==> config.mk <==
export PLATFORM = sky130hd
export DESIGN_NAME = dma_burst_engine
export DESIGN_NICKNAME = d
export VERILOG_FILES = /design/src/rtl/dma_burst_engine.sv
export SDC_FILE = /design/constraint.sdc
export NUM_CORES = 1
export LEC_CHECK = 0
export ABC_AREA = 1
export BUFFER_PORTS_ARGS = -buffer_cell sky130_fd_sc_hd__clkbuf_2
export CORE_ASPECT_RATIO = 1.1
export CORE_MARGIN = 2
export CORE_UTILIZATION = 41
export DETAILED_ROUTE_END_ITERATION = 16
export PLACE_DENSITY = 0.62
export SLEW_MARGIN = 10
export SYNTH_ARGS = -nofsm -noshare
export SYNTH_HDL_FRONTEND = slang
export SYNTH_SLANG_ARGS = --single-unit
==> constraint.sdc <==
create_clock -name clock -period 6.95 [get_ports clock]
set_input_delay 1.39 -clock clock [delete_from_list [all_inputs] [get_ports clock]]
set_output_delay 1.39 -clock clock [all_outputs]
set_load 0.005 [all_outputs]
==> src/rtl/dma_burst_engine.sv <==
// Bus-side datapath of the DMA custom instruction: moves a block of words between the
// shared bus and port B of the DMA SSRAM as a series of bursts.
module dma_burst_engine #(
    parameter int MEM_AW = 9,
    parameter int BLK_W  = 10
) (
    input  logic              clock,
    input  logic              reset,
    input  logic              start,
    input  logic              readNotWrite,
    input  logic [31:0]       busStartAddress,
    input  logic [MEM_AW-1:0] memStartAddress,
    input  logic [BLK_W-1:0]  blockSize,
    input  logic [7:0]        burstSize,
    output logic              busy,
    output logic              done,
    output logic              error,
    output logic [MEM_AW-1:0] memAddress,
    output logic              memWriteEnable,
    output logic [31:0]       memWriteData,
    input  logic [31:0]       memReadData,
    output logic              requestTransaction,
    input  logic              transactionGranted,
    output logic              beginTransactionOut,
    output logic [31:0]       addressDataOut,
    output logic [7:0]        burstSizeOut,
    output logic              readNotWriteOut,
    output logic              dataValidOut,
    output logic              endTransactionOut,
    input  logic [31:0]       addressDataIn,
    input  logic              dataValidIn,
    input  logic              endTransactionIn,
    input  logic              busErrorIn,
    input  logic              busyIn
);

    typedef enum logic [2:0] {
        IDLE, REQUEST, INIT, READ_DATA, WRITE_DATA, END_WRITE, FINISH
    } state_t;

    localparam int CW = (BLK_W > 9) ? BLK_W : 9;

    state_t            state, state_next;
    logic              dir;
    logic [31:0]       bus_addr;
    logic [MEM_AW-1:0] mem_addr;
    logic [BLK_W-1:0]  remaining;
    logic [7:0]        burst_m1;
    logic [8:0]        fetch_left;
    logic [8:0]        words_left;
    logic              error_q;

    // Prefetch buffer: SSRAM words read ahead so the bus sees one word per cycle.
    logic [31:0]       pf_data [2];
    logic [1:0]        pf_count;
    logic              pf_inflight;

    logic [CW-1:0]     burst_full, rem_ext, burst_words;
    logic              last_burst;
    logic              abort;
    logic              accept;
    logic              mem_we;
    logic              burst_done;
    logic              pf_avail, pf_pop, pf_issue;
    logic [1:0]        pf_occ;
    logic [31:0]       pf_head;

    assign burst_full  = CW'(burst_m1) + CW'(1);
    assign rem_ext     = CW'(remaining);
    assign burst_words = (burst_full < rem_ext) ? burst_full : rem_ext;
    assign last_burst  = (burst_words == rem_ext);

    assign accept     = (state == IDLE) && start;
    assign abort      = busErrorIn && (state != IDLE) && (state != FINISH);
    assign mem_we     = (state == READ_DATA) && dataValidIn && !busErrorIn;
    assign burst_done = ((state == READ_DATA) && endTransactionIn) || (state == END_WRITE);

    assign pf_avail = (pf_count != 2'd0) || pf_inflight;
    assign pf_head  = (pf_count != 2'd0) ? pf_data[0] : memReadData;
    assign pf_pop   = (state == WRITE_DATA) && pf_avail && !busyIn;
    assign pf_occ   = pf_count + {1'b0, pf_inflight};
    // A read is issued only if its data will have a slot when it returns next cycle.
    assign pf_issue = !dir && ((state == INIT) ||
                      ((state == WRITE_DATA) && (fetch_left != 9'd0) &&
                       ((pf_occ != 2'd2) || pf_pop)));

    // NOTE: every signal gets a default first so no path through the case infers a latch.
    always_comb begin
        state_next = state;
        unique case (state)
            IDLE:       if (start) state_next = (blockSize != '0) ? REQUEST : FINISH;
            REQUEST:    if (transactionGranted) state_next = INIT;
            INIT:       state_next = dir ? READ_DATA : WRITE_DATA;
            READ_DATA:  if (endTransactionIn) state_next = last_burst ? FINISH : REQUEST;
            WRITE_DATA: if (pf_pop && (words_left == 9'd1)) state_next = END_WRITE;
            END_WRITE:  state_next = last_burst ? FINISH : REQUEST;
            FINISH:     state_next = IDLE;
            default:    state_next = IDLE;
        endcase
        if (abort) state_next = FINISH;
    end

    // NOTE: sequential state uses non-blocking assignments so every register samples
    // the pre-edge values of its neighbours regardless of statement order.
    always_ff @(posedge clock) begin
        if (reset) begin
            state       <= IDLE;
            dir         <= 1'b0;
            bus_addr    <= '0;
            mem_addr    <= '0;
            remaining   <= '0;
            burst_m1    <= '0;
            fetch_left  <= '0;
            words_left  <= '0;
            error_q     <= 1'b0;
            pf_count    <= '0;
            pf_inflight <= 1'b0;
            pf_data[0]  <= '0;
            pf_data[1]  <= '0;
        end else begin
            state <= state_next;

            if (accept) error_q <= 1'b0;
            else if (abort) error_q <= 1'b1;

            if (accept) begin
                dir       <= readNotWrite;
                bus_addr  <= busStartAddress;
                remaining <= blockSize;
                burst_m1  <= burstSize;
            end else if (burst_done) begin
                remaining <= remaining - BLK_W'(burst_words);
                bus_addr  <= bus_addr + (32'(burst_words) << 2);
            end

            if (accept) mem_addr <= memStartAddress;
            else if (mem_we || pf_issue) mem_addr <= mem_addr + 1'b1;

            if (state == INIT) begin
                fetch_left <= 9'(burst_words) - 9'd1;
                words_left <= 9'(burst_words);
            end else begin
                if (pf_issue) fetch_left <= fetch_left - 9'd1;
                if (pf_pop) words_left <= words_left - 9'd1;
            end

            if (state == REQUEST) begin
                pf_count    <= '0;
                pf_inflight <= 1'b0;
            end else begin
                pf_inflight <= pf_issue;
                case ({pf_inflight, pf_pop})
                    2'b10: begin
                        if (pf_count == 2'd0) pf_data[0] <= memReadData;
                        else pf_data[1] <= memReadData;
                        pf_count <= pf_count + 2'd1;
                    end
                    2'b01: begin
                        pf_data[0] <= pf_data[1];
                        pf_count   <= pf_count - 2'd1;
                    end
                    2'b11: if (pf_count != 2'd0) pf_data[0] <= memReadData;
                    default: ;
                endcase
            end
        end
    end

    always_comb begin
        busy                = (state == REQUEST) || (state == INIT) || (state == READ_DATA) ||
                              (state == WRITE_DATA) || (state == END_WRITE);
        done                = (state == FINISH);
        error               = error_q;
        memAddress          = mem_addr;
        memWriteEnable      = mem_we;
        memWriteData        = mem_we ? addressDataIn : '0;
        requestTransaction  = busy;
        beginTransactionOut = (state == INIT);
        burstSizeOut        = (state == INIT) ? 8'(burst_words - CW'(1)) : '0;
        readNotWriteOut     = (state == INIT) && dir;
        dataValidOut        = (state == WRITE_DATA) && pf_avail;
        endTransactionOut   = (state == END_WRITE);
        addressDataOut      = '0;
        if (state == INIT) addressDataOut = bus_addr;
        else if (dataValidOut) addressDataOut = pf_head;
    end

endmodule

==> impl_metrics.py, run 1 <==
metrics = {
    "status": {
        "status": "complete, no violations",
    },
    "clock_tree": {
        "cts-buffers-inserted": 17,
        "ctsHoldBuffers": 0,
        "cts_tree": "yes",
        "cts_root_buf": "clkbuf_16",
        "cts_max_level": 4,
        "clk_latency_ns": 0.44,
        "clk_pin_slew_worst_paths_ns": 0.07,
        "cts_resized": 0,
        "clk_path_buf_depth": 2,
        "cts.sinks": 149,
        "postCtsSetupBuffers": 0,
    },
    "floorplan": {
        "die_h_um": 167,
        "ios": 222,
        "rows": 59,
        "core_mm2": 0.0238,
        "initial_core_util_pct": 41.9,
        "die_area_mm2": 0.0255,
        "die_w_um": 153,
    },
    "global_route": {
        "grt_pass1_vias": 9554,
        "antenna_found_initial": 3,
        "grt_max_degree": 69,
        "grt_pass1_wl_um": 50200,
        "overflow": 0,
        "gr-usage-all-layers_pct": 24.5,
    },
    "setup_path": {
        "cp.arrival_ns": 3.70,
        "worstPathRequired_ns": 5.56,
        "r2r-start": "burst_m1[0]$_SDFFE_PP0P_",
        "cpPeakStageDelay_ns": 0.38,
        "worst_path_max_delay_cell": "dfxtp_1",
        "crit_fanout": 9,
        "reg2reg_to": "bus_addr[24]$_SDFFE_PP0P_",
        "crit_type": "reg -> out",
        "cp_cell_sequence": "ha_1 > nand2_1 > nor2_1 > nand4_1 > inv_1 > ha_1 > inv_1 > nor2_1 > a21oi_4 > nand3_4 > nand2_1 > nand2_1 > inv_1 > ha_1 > nand3_1 > nor3_1 > nand2_1 > o21ai_0 > inv_1 > clkbuf_2",
        "crit_family": "simple AND/OR/NAND/NOR gates",
        "cp-start-kind": "flip-flop",
        "critical_path_buf_inv_count": 5,
        "rrSetupSlack_ns": 2.53,
        "endpoint_kind": "primary output",
        "worst-r2r-cell-count": 27,
    },
    "sta": {
        "finClkSkew_ns": 0.0199,
        "rsz0062_at_grt": "false",
        "setup_viol": 0,
        "finalMaxSlewViolations": 0,
        "worstMarginPinSlew_ns": 1.05,
        "final.period_utilization_pct": 73.3,
        "period_needed_ns": 5.09,
        "finalHoldViolations": 0,
        "fmaxAchievable_mhz": 196,
        "relSlewSlack_pct": 29.4,
        "setup_tns_ns": 0,
        "whs_ns": 0.446,
        "layout_setup_ws_ns": 1.86,
    },
    "detailed_routing": {
        "drt_iter0_markers": 662,
        "wl_met3_um": 1840,
        "vias": 10000,
        "drtAntennaViolNets": 0,
        "post_drt_wl_per_cell_um": 16.5,
        "top_layer_used": "met5",
        "dr.pass1.iters": 5,
        "wl_met1_um": 14000,
        "met2_length_um": 15000,
        "wl_um": 31800,
        "drc": 0,
        "viasPerCell": 5.20,
    },
    "worst_hold_path": {
        "whs_path_depth": 2,
        "hp-start": "bus_addr[0]$_SDFFE_PP0P_",
        "hp-class": "reg -> reg",
        "min_to": "bus_addr[0]$_SDFFE_PP0P_",
    },
    "yosys": {
        "synth_top_cell_area_share_pct": 19.3,
        "synth_adder_area_share_pct": 5.05,
        "synthCells": 1412,
        "yosys_warnings": 0,
        "synth_flop_cell": "dfxtp_1",
        "synth-seq-area-share_pct": 36.4,
        "synth_top_cell_by_area": "edfxtp_1",
        "synth-compound-area-share_pct": 17.5,
        "syn-mean-instance-area_um2": 7.05,
        "netlist_top_cells_area": "edfxtp_1 (19%), dfxtp_1 (17%), nand2_1 (13%)",
        "async_flop_share_pct": 0,
        "synthXorXnorAreaFrac_pct": 2.11,
        "synth_fp_nets": 1583,
        "synth_top_family_by_area": "simple AND/OR/NAND/NOR gates",
        "synth_edf_count": 64,
        "synthSimpleGateAreaFrac_pct": 27.7,
        "synth_cell_types": 54,
        "synth.mux.area_fraction_pct": 0.113,
        "syn_area_mm2": 0.00995,
        "ys_seq_elements": 149,
    },
    "placement": {
        "hpwl_um": 23300,
        "portBuffers": 221,
        "pre_cts_slack_ns": 2.34,
        "routabilityCongestion": 0.958,
    },
    "power_and_ir_drop": {
        "p_comb_share_pct": 56.7,
        "peakVddDrop_mv": 0.190,
        "power.density_mw_per_mm2": 444,
        "clock_power_share_pct": 18.5,
        "seqPwrFrac_pct": 24.7,
        "intPower_uw": 2660,
        "leakagePower_uw": 0.00585,
        "p_sw_uw": 2630,
        "swShare_pct": 49.7,
    },
    "layout": {
        "syn_to_final_growth_pct": 19.8,
        "fin_nets": 1778,
        "fin_util_pct": 50.2,
        "drive_gt1_share_pct": 19.8,
        "final_cell_mix": "nand2_1 (336), clkbuf_2 (221), inv_1 (219), nor2_1 (132), dfxtp_1 (85)",
        "final_common_cell": "nand2_1",
        "nFillCells": 2439,
    },
    "flow_run": {
        "drv_cap": 0,
    },
}
[flip-flops by register name (all words and copies together) (netlist names), 2 cells and up]
register    count
burst_m1        8
bus_addr       32
fetch_left      9
memAddress      9
pf_count        2
pf_data        64
rem_ext        10
state           3
words_left      9
[tightest hold or removal path: cells and delay by family (launching register included)]
family	cells	cell delay [ns]
flops	1	0.30
compound gates	1	0.05
buf+inv	1	0.05
[area by class of cell]
cell class | count | area (µm²) | area share, %
Clock inverter | 15 | 203 | 1.70
Antenna cell | 2 | 5.00 | 0.0420
Tap cell | 305 | 382 | 3.20
Multi-Input combinational cell | 979 | 5250 | 44.0
Inverter | 228 | 856 | 7.17
Clock buffer | 17 | 425 | 3.57
Sequential cell | 149 | 3620 | 30.4
Timing Repair Buffer | 232 | 1190 | 9.96
[cell families (layout without fill, tap and decap cells)]
family,Yosys count,count (layout)
mux,1,1
other cells,1,3
flops,149,149
compound gates,287,287
buf+inv,284,492
simple gates,627,627
xor+xnor,24,24
fa+ha+maj,39,39
[per-stage QoR]
step | total power (µW) | instance area [µm²] | std cells
after floorplan | 3480 | 9950 | 1412
after global placement | 4240 | 11300 | 1893
after detailed placement | 4290 | 11300 | 1893
after CTS | 5290 | 11900 | 1925
after global routing | 5750 | 11900 | 1927
final | 5290 | 11900 | 1927
[synthesized netlist by cell type, types with 9 or more instances]
master	count
a21oi_1	73
a22oi_1	12
a31oi_1	26
buf_2	14
clkbuf_1	35
dfxtp_1	85
edfxtp_1	64
ha_1	37
inv_1	219
inv_2	9
nand2_1	336
nand2_2	10
nand3_1	71
nand4_1	20
nor2_1	132
nor3_1	16
o211ai_1	37
o21ai_0	85
o21ai_1	20
o221ai_1	13
xor2_1	19
[power groups by stage]
stage               registers, µW  logic, µW  clock network (µW)
floorplan                    1280       2200                   0
global placement             1320       2920                   0
detailed placement           1320       2970                   0
CTS                          1310       2980                 997
global route                 1340       3380                1030
finish                       1310       3000                 980
[worst max-delay path by stage]
stage                        startpoint                       to  slack (ns)  cells after the start
4_1_cts        burst_m1[0]$_SDFFE_PP0P_          burstSizeOut[6]        1.87                     20
2_1_floorplan                    busyIn  pf_data[0][0]$_DFFE_PP_        0.87                      5
3_5_place_dp   burst_m1[0]$_SDFFE_PP0P_          burstSizeOut[6]        2.34                     20
3_3_place_gp   burst_m1[0]$_SDFFE_PP0P_          burstSizeOut[6]        2.46                     20
6_report       burst_m1[0]$_SDFFE_PP0P_          burstSizeOut[6]        1.86                     20
5_1_grt        burst_m1[0]$_SDFFE_PP0P_          burstSizeOut[6]        1.40                     20
[metal layers]
metal,track usage [%],vias up
met5,0,-
met4,9.10,2
met3,3.96,54
met2,40.2,295
met1,32.5,4607
li1,-,5063
Power figures use the tool's default switching activity.
==> run 2: changes to the inputs <==
--- a/config.mk
+++ b/config.mk
@@ -11,7 +11,7 @@
 export CORE_MARGIN = 2
 export CORE_UTILIZATION = 41
 export DETAILED_ROUTE_END_ITERATION = 16
-export PLACE_DENSITY = 0.62
+export PLACE_DENSITY = 0.65
 export SLEW_MARGIN = 10
 export SYNTH_ARGS = -nofsm -noshare
 export SYNTH_HDL_FRONTEND = slang
==> constraint.sdc (replaced) <==
create_clock -name clock -period 4.6 [get_ports clock]
set_input_delay 0.92 -clock clock [delete_from_list [all_inputs] [get_ports clock]]
set_output_delay 0.92 -clock clock [all_outputs]
set_load 0.005 [all_outputs]
==> run 2 against run 1 <==
Largest power group unchanged. Via count is essentially flat. Global-route usage shrank 0.099 points. First-iteration DRC count fell by 6.5%. Hold slack gained 0.016 ns. Sequential cell count unchanged. Clock skew rose by 0.00082 ns. Utilization up 0.41 points. Final cell count increased by 0.67%.
==> impl_metrics.py, run 2 (same netlist as run 1, synthesis figures left out) <==
metrics = {
    "global_route": {
        "gr-usage-all-layers_pct": 24.4,
        "grt_pass1_vias": 9609,
        "overflow": 0,
        "grt_pass1_wl_um": 50100,
        "antenna_found_initial": 3,
        "grt_max_degree": 68,
    },
    "detailed_routing": {
        "drc": 0,
        "dr.pass1.iters": 5,
        "vias": 10000,
        "drt_iter0_markers": 619,
        "wl_um": 31400,
        "post_drt_wl_per_cell_um": 16.2,
        "viasPerCell": 5.16,
        "drtAntennaViolNets": 0,
    },
    "floorplan": {
        "die_area_mm2": 0.0255,
        "die_w_um": 153,
        "initial_core_util_pct": 41.9,
        "die_h_um": 167,
        "core_mm2": 0.0238,
        "rows": 59,
        "ios": 222,
    },
    "sta": {
        "whs_ns": 0.463,
        "period_needed_ns": 4.32,
        "fmaxAchievable_mhz": 232,
        "finalHoldViolations": 0,
        "relSlewSlack_pct": 49.0,
        "layout_setup_ws_ns": 0.284,
        "finClkSkew_ns": 0.0207,
        "worstMarginPinSlew_ns": 0.765,
        "final.period_utilization_pct": 93.8,
        "finalMaxSlewViolations": 0,
        "setup_viol": 0,
    },
    "flow_run": {
        "drv_cap": 0,
    },
    "setup_path": {
        "cp_cell_sequence": "ha_1 > nand2_1 > nor2_2 > nand3_1 > nand2_1 > inv_1 > ha_1 > nand2_1 > nor2_4 > nand3_4 > nand4_1 > nand2_2 > inv_2 > buf_4 > nand3_2 > nor2_2 > mux2_2 > inv_1 > clkbuf_2",
        "rrSetupSlack_ns": 0.41,
        "cp-endpoint": "burstSizeOut[5]",
        "cp-start-kind": "flip-flop",
        "crit_fanout": 10,
        "crit_family": "simple AND/OR/NAND/NOR gates",
        "cp.arrival_ns": 3.40,
        "worstPathRequired_ns": 3.68,
        "worst_path_max_delay_cell": "mux2_2",
        "worst-r2r-cell-count": 26,
        "critical_path_buf_inv_count": 5,
        "crit_path_start": "burst_m1[1]$_SDFFE_PP0P_",
        "reg2reg_to": "bus_addr[24]$_SDFFE_PP0P_",
        "endpoint_kind": "primary output",
        "cpPeakStageDelay_ns": 0.36,
        "cp_common_cell": "nand2_1",
        "worst-path-stages": 19,
        "crit_type": "reg -> out",
        "r2r-start": "burst_m1[2]$_SDFFE_PP0P_",
    },
    "clock_tree": {
        "clk_latency_ns": 0.44,
        "cts_root_buf": "clkbuf_16",
        "cts_tree": "yes",
        "cts-buffers-inserted": 17,
        "ctsHoldBuffers": 0,
        "clk_pin_slew_worst_paths_ns": 0.07,
        "clk_path_buf_depth": 2,
        "cts_max_level": 4,
        "cts.sinks": 149,
    },
    "layout": {
        "drive_gt1_share_pct": 21.1,
        "nFillCells": 2422,
        "final_common_cell": "nand2_1",
        "multiInputGateArea_mm2": 0.00529,
        "final_cell_mix": "nand2_1 (333), clkbuf_2 (221), inv_1 (217), nor2_1 (130)",
        "fin_nets": 1791,
        "fin_util_pct": 50.6,
        "fin_area_mm2": 0.0120,
        "syn_to_final_growth_pct": 20.8,
        "top_register": "pf_data",
        "seqCellArea_mm2": 0.00362,
        "largest_reg_flops": 64,
    },
    "power_and_ir_drop": {
        "power.density_mw_per_mm2": 668,
        "peakVddDrop_mv": 0.295,
        "total_power_uw": 8030,
        "leakagePower_uw": 0.00589,
    },
    "placement": {
        "routabilityCongestion": 0.931,
        "postPlaceCellArea_mm2": 0.0113,
        "pre_cts_slack_ns": 0.373,
        "portBuffers": 221,
        "hpwl_um": 23200,
    },
    "worst_hold_path": {
        "whs_path_depth": 2,
        "hp-class": "reg -> reg",
    },
    "status": {
        "status": "complete, no violations",
    },
}
[run 2: through the flow]
| stage | cells | TNS, ns |
|---|---|---|
| after floorplan | 1412 | 0 |
| final | 1940 | 0 |
| after detailed placement | 1899 | 0 |
| after global routing | 1940 | -0.0141 |
| after global placement | 1899 | 0 |
| after CTS | 1931 | 0 |
[run 2: worst min-delay path by stage]
stage / startpoint / end
after detailed placement: bus_addr[0]$_SDFFE_PP0P_ / bus_addr[0]$_SDFFE_PP0P_
after CTS: bus_addr[0]$_SDFFE_PP0P_ / bus_addr[0]$_SDFFE_PP0P_
after floorplan: bus_addr[0]$_SDFFE_PP0P_ / bus_addr[0]$_SDFFE_PP0P_
after global routing: bus_addr[0]$_SDFFE_PP0P_ / bus_addr[0]$_SDFFE_PP0P_
final: bus_addr[0]$_SDFFE_PP0P_ / bus_addr[0]$_SDFFE_PP0P_
after global placement: bus_addr[0]$_SDFFE_PP0P_ / bus_addr[0]$_SDFFE_PP0P_
[run 2: worst register-to-register path, cell delays in order, from the launching register on]
cell,delay (ns)
dfxtp_1,0.38
nand3_1,0.16
inv_1,0.12
nand3_1,0.07
nand2_1,0.11
inv_1,0.05
ha_1,0.29
nand2_1,0.06
nand2_1,0.09
a21oi_4,0.25
buf_4,0.16
nand4_1,0.16
nand2_2,0.15
inv_2,0.08
buf_4,0.14
fa_1,0.42
nand3b_1,0.18
nand2_1,0.13
a21boi_1,0.13
o21ai_1,0.25
nand2_1,0.13
nor2_1,0.16
nand2_1,0.08
a21oi_1,0.12
o21ai_0,0.11
nand3_1,0.08
inv_1,0.04
[run 2: final cells by class]
class                      instances  area share, %
antenna                            2         0.0416
inverter                         228           7.12
sequential                       149           30.1
timing repair buffer             245           10.7
clock inverter                    15           1.34
clock buffer                      17           3.54
multi-input combinational        979           44.0
tap                              305           3.17
[run 2: where the power goes]
part	total [µW]	leakage, µW	internal [µW]	switching, µW
Clock	1400	0.000278	725	676
Sequential	1980	0.00136	1720	264
Combinational	4650	0.00425	1610	3040
Total	8030	0.00589	4050	3980
[run 2: metal layers]
layer / GRT usage (%) / up-vias / wire (µm)
met3: 3.78 / 52 / 1690
met2: 39.7 / 298 / 14700
met5: 0 / - / 12
met1: 32.9 / 4569 / 14100
li1: - / 5091 / -
met4: 8.78 / 2 / 880
[run 2: repair_timing]
action                                  4_1_cts  5_1_grt
endpoints found under the setup margin        1        9
buffers inserted                              0        7
resized for setup                             1       12
pin swaps                                     0        5
